`src/rtl/bp_cfg_boot_pkg.sv`:
```
// Shared state encoding, config register map and sizing helpers for the
// boot-time tile configuration sequencer.
package bp_cfg_boot_pkg;

    localparam logic [2:0] boot_idle_lp     = 3'd0;
    localparam logic [2:0] boot_cfg_lp      = 3'd1;
    localparam logic [2:0] boot_drain0_lp   = 3'd2;
    localparam logic [2:0] boot_unfreeze_lp = 3'd3;
    localparam logic [2:0] boot_drain1_lp   = 3'd4;
    localparam logic [2:0] boot_done_lp     = 3'd5;

    typedef enum logic [2:0] {
        e_boot_idle     = boot_idle_lp,
        e_boot_cfg      = boot_cfg_lp,
        e_boot_drain0   = boot_drain0_lp,
        e_boot_unfreeze = boot_unfreeze_lp,
        e_boot_drain1   = boot_drain1_lp,
        e_boot_done     = boot_done_lp
    } bp_cfg_boot_state_e;

    localparam logic [15:0] cfg_freeze_addr_lp      = 16'h0000;
    localparam logic [15:0] cfg_did_addr_lp         = 16'h0004;
    localparam logic [15:0] cfg_cord_addr_lp        = 16'h0008;
    localparam logic [15:0] cfg_icache_mode_addr_lp = 16'h000C;
    localparam logic [15:0] cfg_cce_mode_addr_lp    = 16'h0010;

    localparam int unsigned cfg_seq_len_lp = 5;

    // Index widths never collapse to zero, even for a single-entry range.
    function automatic int safe_clog2(input int unsigned n);
        safe_clog2 = (n <= 1) ? 1 : $clog2(n);
    endfunction

    function automatic logic [15:0] cfg_reg_addr(input logic [2:0] idx);
        case (idx)
            3'd0:    cfg_reg_addr = cfg_freeze_addr_lp;
            3'd1:    cfg_reg_addr = cfg_did_addr_lp;
            3'd2:    cfg_reg_addr = cfg_cord_addr_lp;
            3'd3:    cfg_reg_addr = cfg_icache_mode_addr_lp;
            default: cfg_reg_addr = cfg_cce_mode_addr_lp;
        endcase
    endfunction

endpackage

```
`src/rtl/bp_cfg_credit_counter.sv`:
```
// Up/down credit counter for a credit-managed link: saturates at max_credits_p,
// holds at zero on an unmatched return and flags that underflow stickily.
module bp_cfg_credit_counter #(
    parameter int max_credits_p = 16,
    parameter int count_width_p = $clog2(max_credits_p + 1)
) (
    input  logic                     clk_i,
    input  logic                     reset_n_i,
    input  logic                     up_i,
    input  logic                     down_i,
    output logic [count_width_p-1:0] count_o,
    output logic                     zero_o,
    output logic                     max_o,
    output logic                     err_o
);

    localparam logic [count_width_p-1:0] max_lp = count_width_p'(max_credits_p);

    logic [count_width_p-1:0] count_q, count_d;
    logic                     err_q, err_d;

    // A return paired with an accept in the same cycle cancels out.
    always_comb begin
        count_d = count_q;
        err_d   = err_q;
        if (up_i && !down_i) begin
            if (count_q != max_lp) begin
                count_d = count_q + count_width_p'(1);
            end
        end else if (down_i && !up_i) begin
            if (count_q == '0) begin
                err_d = 1'b1;
            end else begin
                count_d = count_q - count_width_p'(1);
            end
        end
    end

    always_ff @(posedge clk_i) begin
        if (!reset_n_i) begin
            count_q <= '0;
            err_q   <= 1'b0;
        end else begin
            count_q <= count_d;
            err_q   <= err_d;
        end
    end

    assign count_o = count_q;
    assign zero_o  = (count_q == '0);
    assign max_o   = (count_q == max_lp);
    assign err_o   = err_q;

endmodule

```
`src/rtl/bp_cfg_boot_sequencer.sv`:
```
// Boot-time configuration master: walks every core tile, writes its config
// registers over a credited valid/ready link, drains, then unfreezes all cores.
module bp_cfg_boot_sequencer
    import bp_cfg_boot_pkg::*;
#(
    parameter int cc_x_dim_p       = 1,
    parameter int cc_y_dim_p       = 1,
    parameter int ic_y_dim_p       = 1,
    parameter int max_credits_p    = 16,
    parameter int cfg_addr_width_p = 16,
    parameter int cfg_data_width_p = 32,
    parameter int core_id_width_p  = safe_clog2(cc_x_dim_p * cc_y_dim_p)
) (
    input  logic                                 clk_i,
    input  logic                                 reset_n_i,
    input  logic                                 start_i,
    input  logic [7:0]                           did_i,
    input  logic [1:0]                           icache_mode_i,
    input  logic [1:0]                           cce_mode_i,
    output logic                                 v_o,
    input  logic                                 ready_i,
    output logic [core_id_width_p-1:0]           dst_core_o,
    output logic [cfg_addr_width_p-1:0]          addr_o,
    output logic [cfg_data_width_p-1:0]          data_o,
    input  logic                                 credit_return_i,
    output logic                                 busy_o,
    output logic                                 done_o,
    output logic                                 err_o,
    output logic [2:0]                           dbg_state_o,
    output logic [$clog2(max_credits_p+1)-1:0]   dbg_credits_o
);

    localparam int x_width_lp      = safe_clog2(cc_x_dim_p);
    localparam int y_width_lp      = safe_clog2(cc_y_dim_p);
    localparam int credit_width_lp = $clog2(max_credits_p + 1);

    localparam logic [x_width_lp-1:0] x_last_lp   = x_width_lp'(cc_x_dim_p - 1);
    localparam logic [y_width_lp-1:0] y_last_lp   = y_width_lp'(cc_y_dim_p - 1);
    localparam logic [2:0]            reg_last_lp = 3'(cfg_seq_len_lp - 1);

    bp_cfg_boot_state_e         state_q, state_d;
    logic [x_width_lp-1:0]      x_q, x_d, x_next;
    logic [y_width_lp-1:0]      y_q, y_d, y_next;
    logic [core_id_width_p-1:0] core_q, core_d;
    logic [2:0]                 reg_idx_q, reg_idx_d;

    logic [credit_width_lp-1:0] credit_count;
    logic                       credit_zero;
    logic                       credit_full;
    logic                       credit_err;

    logic                       issuing;
    logic                       accept;
    logic                       last_core;
    logic [7:0]                 cord_x;
    logic [7:0]                 cord_y;

    // Link handshake: v_o depends only on registered state and the credit
    // count, so it never reacts to ready_i within a cycle. Once raised it stays
    // up with a stable payload until v_o & ready_i, which is the only event that
    // advances the walk; credits only fall while waiting, so nothing retracts it.
    assign issuing   = (state_q == e_boot_cfg) || (state_q == e_boot_unfreeze);
    assign v_o       = issuing && !credit_full;
    assign accept    = v_o && ready_i;
    assign last_core = (x_q == x_last_lp) && (y_q == y_last_lp);

    bp_cfg_credit_counter #(
        .max_credits_p (max_credits_p),
        .count_width_p (credit_width_lp)
    ) credit_counter (
        .clk_i     (clk_i),
        .reset_n_i (reset_n_i),
        .up_i      (accept),
        .down_i    (credit_return_i),
        .count_o   (credit_count),
        .zero_o    (credit_zero),
        .max_o     (credit_full),
        .err_o     (credit_err)
    );

    // Column index runs fastest; the linear core id is a separate counter.
    always_comb begin
        x_next = x_q + x_width_lp'(1);
        y_next = y_q;
        if (x_q == x_last_lp) begin
            x_next = '0;
            y_next = y_q + y_width_lp'(1);
        end
    end

    always_comb begin
        state_d   = state_q;
        x_d       = x_q;
        y_d       = y_q;
        core_d    = core_q;
        reg_idx_d = reg_idx_q;
        case (state_q)
            e_boot_idle: begin
                if (start_i) begin
                    state_d   = e_boot_cfg;
                    x_d       = '0;
                    y_d       = '0;
                    core_d    = '0;
                    reg_idx_d = '0;
                end
            end
            e_boot_cfg: begin
                if (accept) begin
                    if (reg_idx_q == reg_last_lp) begin
                        reg_idx_d = '0;
                        if (last_core) begin
                            state_d = e_boot_drain0;
                            x_d     = '0;
                            y_d     = '0;
                            core_d  = '0;
                        end else begin
                            x_d    = x_next;
                            y_d    = y_next;
                            core_d = core_q + core_id_width_p'(1);
                        end
                    end else begin
                        reg_idx_d = reg_idx_q + 3'd1;
                    end
                end
            end
            e_boot_drain0: begin
                if (credit_zero) begin
                    state_d = e_boot_unfreeze;
                end
            end
            e_boot_unfreeze: begin
                if (accept) begin
                    if (last_core) begin
                        state_d = e_boot_drain1;
                        x_d     = '0;
                        y_d     = '0;
                        core_d  = '0;
                    end else begin
                        x_d    = x_next;
                        y_d    = y_next;
                        core_d = core_q + core_id_width_p'(1);
                    end
                end
            end
            e_boot_drain1: begin
                if (credit_zero) begin
                    state_d = e_boot_done;
                end
            end
            e_boot_done: begin
                state_d = e_boot_done;
            end
            default: begin
                state_d = e_boot_idle;
            end
        endcase
    end

    assign cord_x = 8'(x_q);
    assign cord_y = 8'(y_q) + 8'(ic_y_dim_p);

    always_comb begin
        dst_core_o = core_q;
        addr_o     = '0;
        data_o     = '0;
        if (state_q == e_boot_cfg) begin
            addr_o = cfg_addr_width_p'(cfg_reg_addr(reg_idx_q));
            case (reg_idx_q)
                3'd0:    data_o = cfg_data_width_p'(1);
                3'd1:    data_o = cfg_data_width_p'(did_i);
                3'd2:    data_o = cfg_data_width_p'({cord_y, cord_x});
                3'd3:    data_o = cfg_data_width_p'(icache_mode_i);
                default: data_o = cfg_data_width_p'(cce_mode_i);
            endcase
        end else if (state_q == e_boot_unfreeze) begin
            addr_o = cfg_addr_width_p'(cfg_freeze_addr_lp);
            data_o = '0;
        end
    end

    always_ff @(posedge clk_i) begin
        if (!reset_n_i) begin
            state_q   <= e_boot_idle;
            x_q       <= '0;
            y_q       <= '0;
            core_q    <= '0;
            reg_idx_q <= '0;
        end else begin
            state_q   <= state_d;
            x_q       <= x_d;
            y_q       <= y_d;
            core_q    <= core_d;
            reg_idx_q <= reg_idx_d;
        end
    end

    assign busy_o        = (state_q != e_boot_idle) && (state_q != e_boot_done);
    assign done_o        = (state_q == e_boot_done);
    assign err_o         = credit_err;
    assign dbg_state_o   = state_q;
    assign dbg_credits_o = credit_count;

endmodule

```
`config.mk`:
```
export PLATFORM = sky130hd
export DESIGN_NAME = bp_cfg_boot_sequencer
export DESIGN_NICKNAME = d
export VERILOG_FILES = /design/src/rtl/bp_cfg_boot_pkg.sv /design/src/rtl/bp_cfg_credit_counter.sv /design/src/rtl/bp_cfg_boot_sequencer.sv
export SDC_FILE = /design/constraint.sdc
export NUM_CORES = 1
export LEC_CHECK = 0
export BUFFER_PORTS_ARGS = -buffer_cell sky130_fd_sc_hd__buf_2
export CELL_PAD_IN_SITES_DETAIL_PLACEMENT = 0
export CELL_PAD_IN_SITES_GLOBAL_PLACEMENT = 1
export CORE_MARGIN = 5
export CORE_UTILIZATION = 27
export DETAILED_ROUTE_END_ITERATION = 6
export PLACE_DENSITY = 0.73
export SYNTH_ARGS = -nofsm -noshare
export SYNTH_HDL_FRONTEND = slang
export SYNTH_SLANG_ARGS = --single-unit
```
`constraint.sdc`:
```
create_clock -name clk_i -period 2.7 [get_ports clk_i]
set_clock_uncertainty 0.1 [all_clocks]
set_input_delay 0.405 -clock clk_i [delete_from_list [all_inputs] [get_ports clk_i]]
set_output_delay 0.405 -clock clk_i [all_outputs]
set_load 0.1 [all_outputs]
```
==> results by group <==
Placed design
  – Final GP Congestion: 0.772
  – Number of port buffers: 41
  – Hpwl dp: 2.55 mm

Timing
  – Period utilisation layout: 92.6%
  – Slew Viols, Final: 0
  – Setup violations, final: 0
  – Fin. Hold Viols: 0
  – Fin crit period: 2500 ps
  – Fmax: 400 MHz
  – RSZ-0062 raised after global routing: false
  – Hold WS: 365 ps
  – Fin Setup TNS: 0 ps

Worst setup path
  – CP Class: register to register
  – Setup crit end kind: register
  – CP Data Arrival Time: 2560 ps
  – RR Startpoint: credit_counter.count_o[2]
  – Worst Setup EP: credit_counter.count_o[4]
  – CP Launch Point: credit_counter.count_o[2]
  – Flop2flop setup slack: 200 ps
  – Req. time, crit path: 2760 ps
  – CP Launch Type: register
  – CP Max Fanout: 6
  – Reg2reg path depth: 10
  – Reg2reg end: credit_counter.count_o[4]

Drt
  – Routed Antenna Nets: 0
  – Initial drt markers: 39
  – Routed len/inst: 11.3 um
  – # DRC: 0
  – Detailed-route wire length: 3.13 mm
  – First-pass DRT Iterations: 4
  – Vias/cell: 4.15
  – Via count: 1145

Die
  – DIE HEIGHT: 81.0 um
  – I/O pin count: 78
  – Initial Util: 28.3%
  – Die width: 81.0 um
  – Die area: 0.00657 mm2
  – Row cnt: 25
  – Core area: 0.00482 mm2

Clock tree
  – CTS Buf Count: 3
  – CTS Root Cell: clkbuf_8
  – Number of H-tree levels: 1
  – Worst skew pair latency: 240 ps
  – Hold_buf cts: 0
  – Max Root-Sink Buffers: 2
  – CTS tree: yes
  – Clk sinks: 13
  – Worst-path clk slew: 60 ps

Yosys
  – Post-synthesis cell area: 0.00136 mm2
  – Synth Area in Adders: 10.7%
  – Post-Synth Simple-Gate Area: 25.3%
  – FF+latch count, synth: 13
  – Seq/Total Area, Yosys: 19.1%
  – Post-Synth XOR/XNOR Area: 1.29%
  – Synthesized area per cell: 8.16 um2
  – Ys async rst share: 0%
  – Distinct cell type count after synthesis: 49
  – Post-synth EDFFs: 0
  – Largest family of logic cells by synthesized area: simple AND/OR/NAND/NOR gates
  – Ys flop type: dfxtp_1
  – Yosys warnings: 0
  – Multiplexer share of the synthesized area: 3.76%
  – Post-Synthesis Cells: 167
  – Synth Area in Compound Gates: 15.1%

Global route
  – Global-route wire length before repair: 4.88 mm
  – Largest net degree at the start of global routing: 23
  – Total track usage: 9.43%
  – Total gr overflow: 0
  – Initial antenna violation count: 0
  – Vias in the first global route: 1055

Finish
  – Layout cells sized above 1: 36.8%
  – Antenna cell count: 0
  – Final #Nets: 238
  – Area Overhead vs Synth: 22.9%

Power
  – VDD IR max: 526 uV
  – Leakage Power: 0.000810 uW
  – Comb pwr share: 68.2%
  – Switching power share of the total: 59.7%
  – Sequential Power Share: 20.3%
  – Clock Power Share: 11.4%
  – Psw: 926 uW
  – Power per cell area: 927 mW/mm2
  – Design internal power: 626 uW

Min path
  – Hold Path Depth: 1
  – Hold Path Class: register to register

Run status
  – Status: finished clean

Run
  – Max-cap violations: 0
-- metal layers --
layer / routed length (um) / global-route usage, % / vias to the layer above
li1: - / - / 587
met4: 21 / 2.53 / 0
met5: 0 / 0 / -
met3: 347 / 3.66 / 2
met2: 1400 / 15.3 / 51
met1: 1350 / 11.6 / 505
-- synthesized netlist by cell type (2+ instances only) --
library cell	count	area, um2
o21ai_0	3	15.0
dfxtp_1	13	260
mux2i_1	4	40.0
a21oi_2	2	17.5
nand3b_1	3	22.5
and2_1	2	12.5
o21a_1	2	15.0
inv_1	10	37.5
clkbuf_1	4	15.0
a21oi_1	3	15.0
nor2_1	7	26.3
ha_1	10	125
nand2b_1	5	31.3
nor3b_1	3	22.5
buf_4	36	270
and3_1	7	43.8
nand3_1	7	35.0
nand4_1	2	12.5
nor2b_1	2	12.5
nand2_1	13	48.8
-- power groups by stage --
stage	Sequential (uW)	Combinational, uW	Clock, uW
2_1_floorplan	559	705	0
3_3_place_gp	316	1060	0
3_5_place_dp	319	1060	0
4_1_cts	316	1060	188
5_1_grt	327	1120	196
6_report	316	1060	177
-- worst max-delay path, stage by stage, from the launching register on --
cell,delay [ps]
dfxtp_4,360
nor4_4,300
a21boi_2,110
nand2_2,110
inv_2,50
ha_4,170
fa_2,340
nand2b_4,150
o2bb2ai_2,130
or4b_1,510
o2111ai_1,80
-- state kept, by name, summed over array words and instances (netlist names) --
register	flops
dst_core_o	1
credit_counter.err_o	1
dbg_state_o	3
credit_counter.count_o	5
reg_idx_q	3
-- timing repair --
item,CTS,global route
setup buffers,0,0
resized for setup,0,2
endpoints found under the setup margin,0,1
-- cell usage in the layout (no fill, tap or decap), drive strengths merged, types with 2 or more instances in the layout --
cell type,instances
nor3b,3
nand4,2
nor4,2
a21oi,5
o21ai,4
inv,10
nor2,7
and3,7
clkbuf,4
buf,45
dfxtp,13
ha,10
o21a,2
or4,2
a31oi,2
conb,36
nor2b,2
mux2i,4
nand2b,5
and2,2
nand3,7
a21boi,2
nand2,13
nand3b,3
-- cell families after synthesis --
group | count (synthesis)
other | 1
buffers and inverters | 52
muxes | 5
AOI/OAI and AO/OA | 24
xor gates and xnor gates | 2
and+or+nand+nor | 59
DFF | 13
adders and majority gates | 11
-- per-stage QoR --
step / total power (uW) / std cells / util (%) / area, um2 / setup WS, ps
after floorplan: 1260 / 202 / - / 1600 / -7.75
after global placement: 1370 / 272 / 33.7 / 1620 / 218
after detailed placement: 1380 / 272 / 33.7 / 1620 / 190
after CTS: 1570 / 276 / 34.6 / 1670 / 148
after global routing: 1640 / 276 / 34.8 / 1670 / 22.6
final: 1550 / 276 / 34.8 / 1670 / 200
-- cell type report --
| cell class | instances | area (um2) |
|---|---|---|
| Clock buffer | 4 | 45.0 |
| Fill cell | 527 | 3140 |
| Inverter | 10 | 37.5 |
| Multi-Input combinational cell | 137 | 988 |
| Sequential cell | 13 | 284 |
| Tap cell | 67 | 83.8 |
| Timing Repair Buffer | 45 | 235 |
-- how the worst min path moves through the flow --
stage	end	from
after floorplan	reg_idx_q[1]	reg_idx_q[1]
after global placement	credit_counter.err_o	credit_counter.err_o
after detailed placement	credit_counter.err_o	credit_counter.err_o
final	credit_counter.err_o	credit_counter.err_o
after global routing	dst_core_o	dst_core_o
after CTS	credit_counter.err_o	credit_counter.err_o
Power figures use the tool's default switching activity.
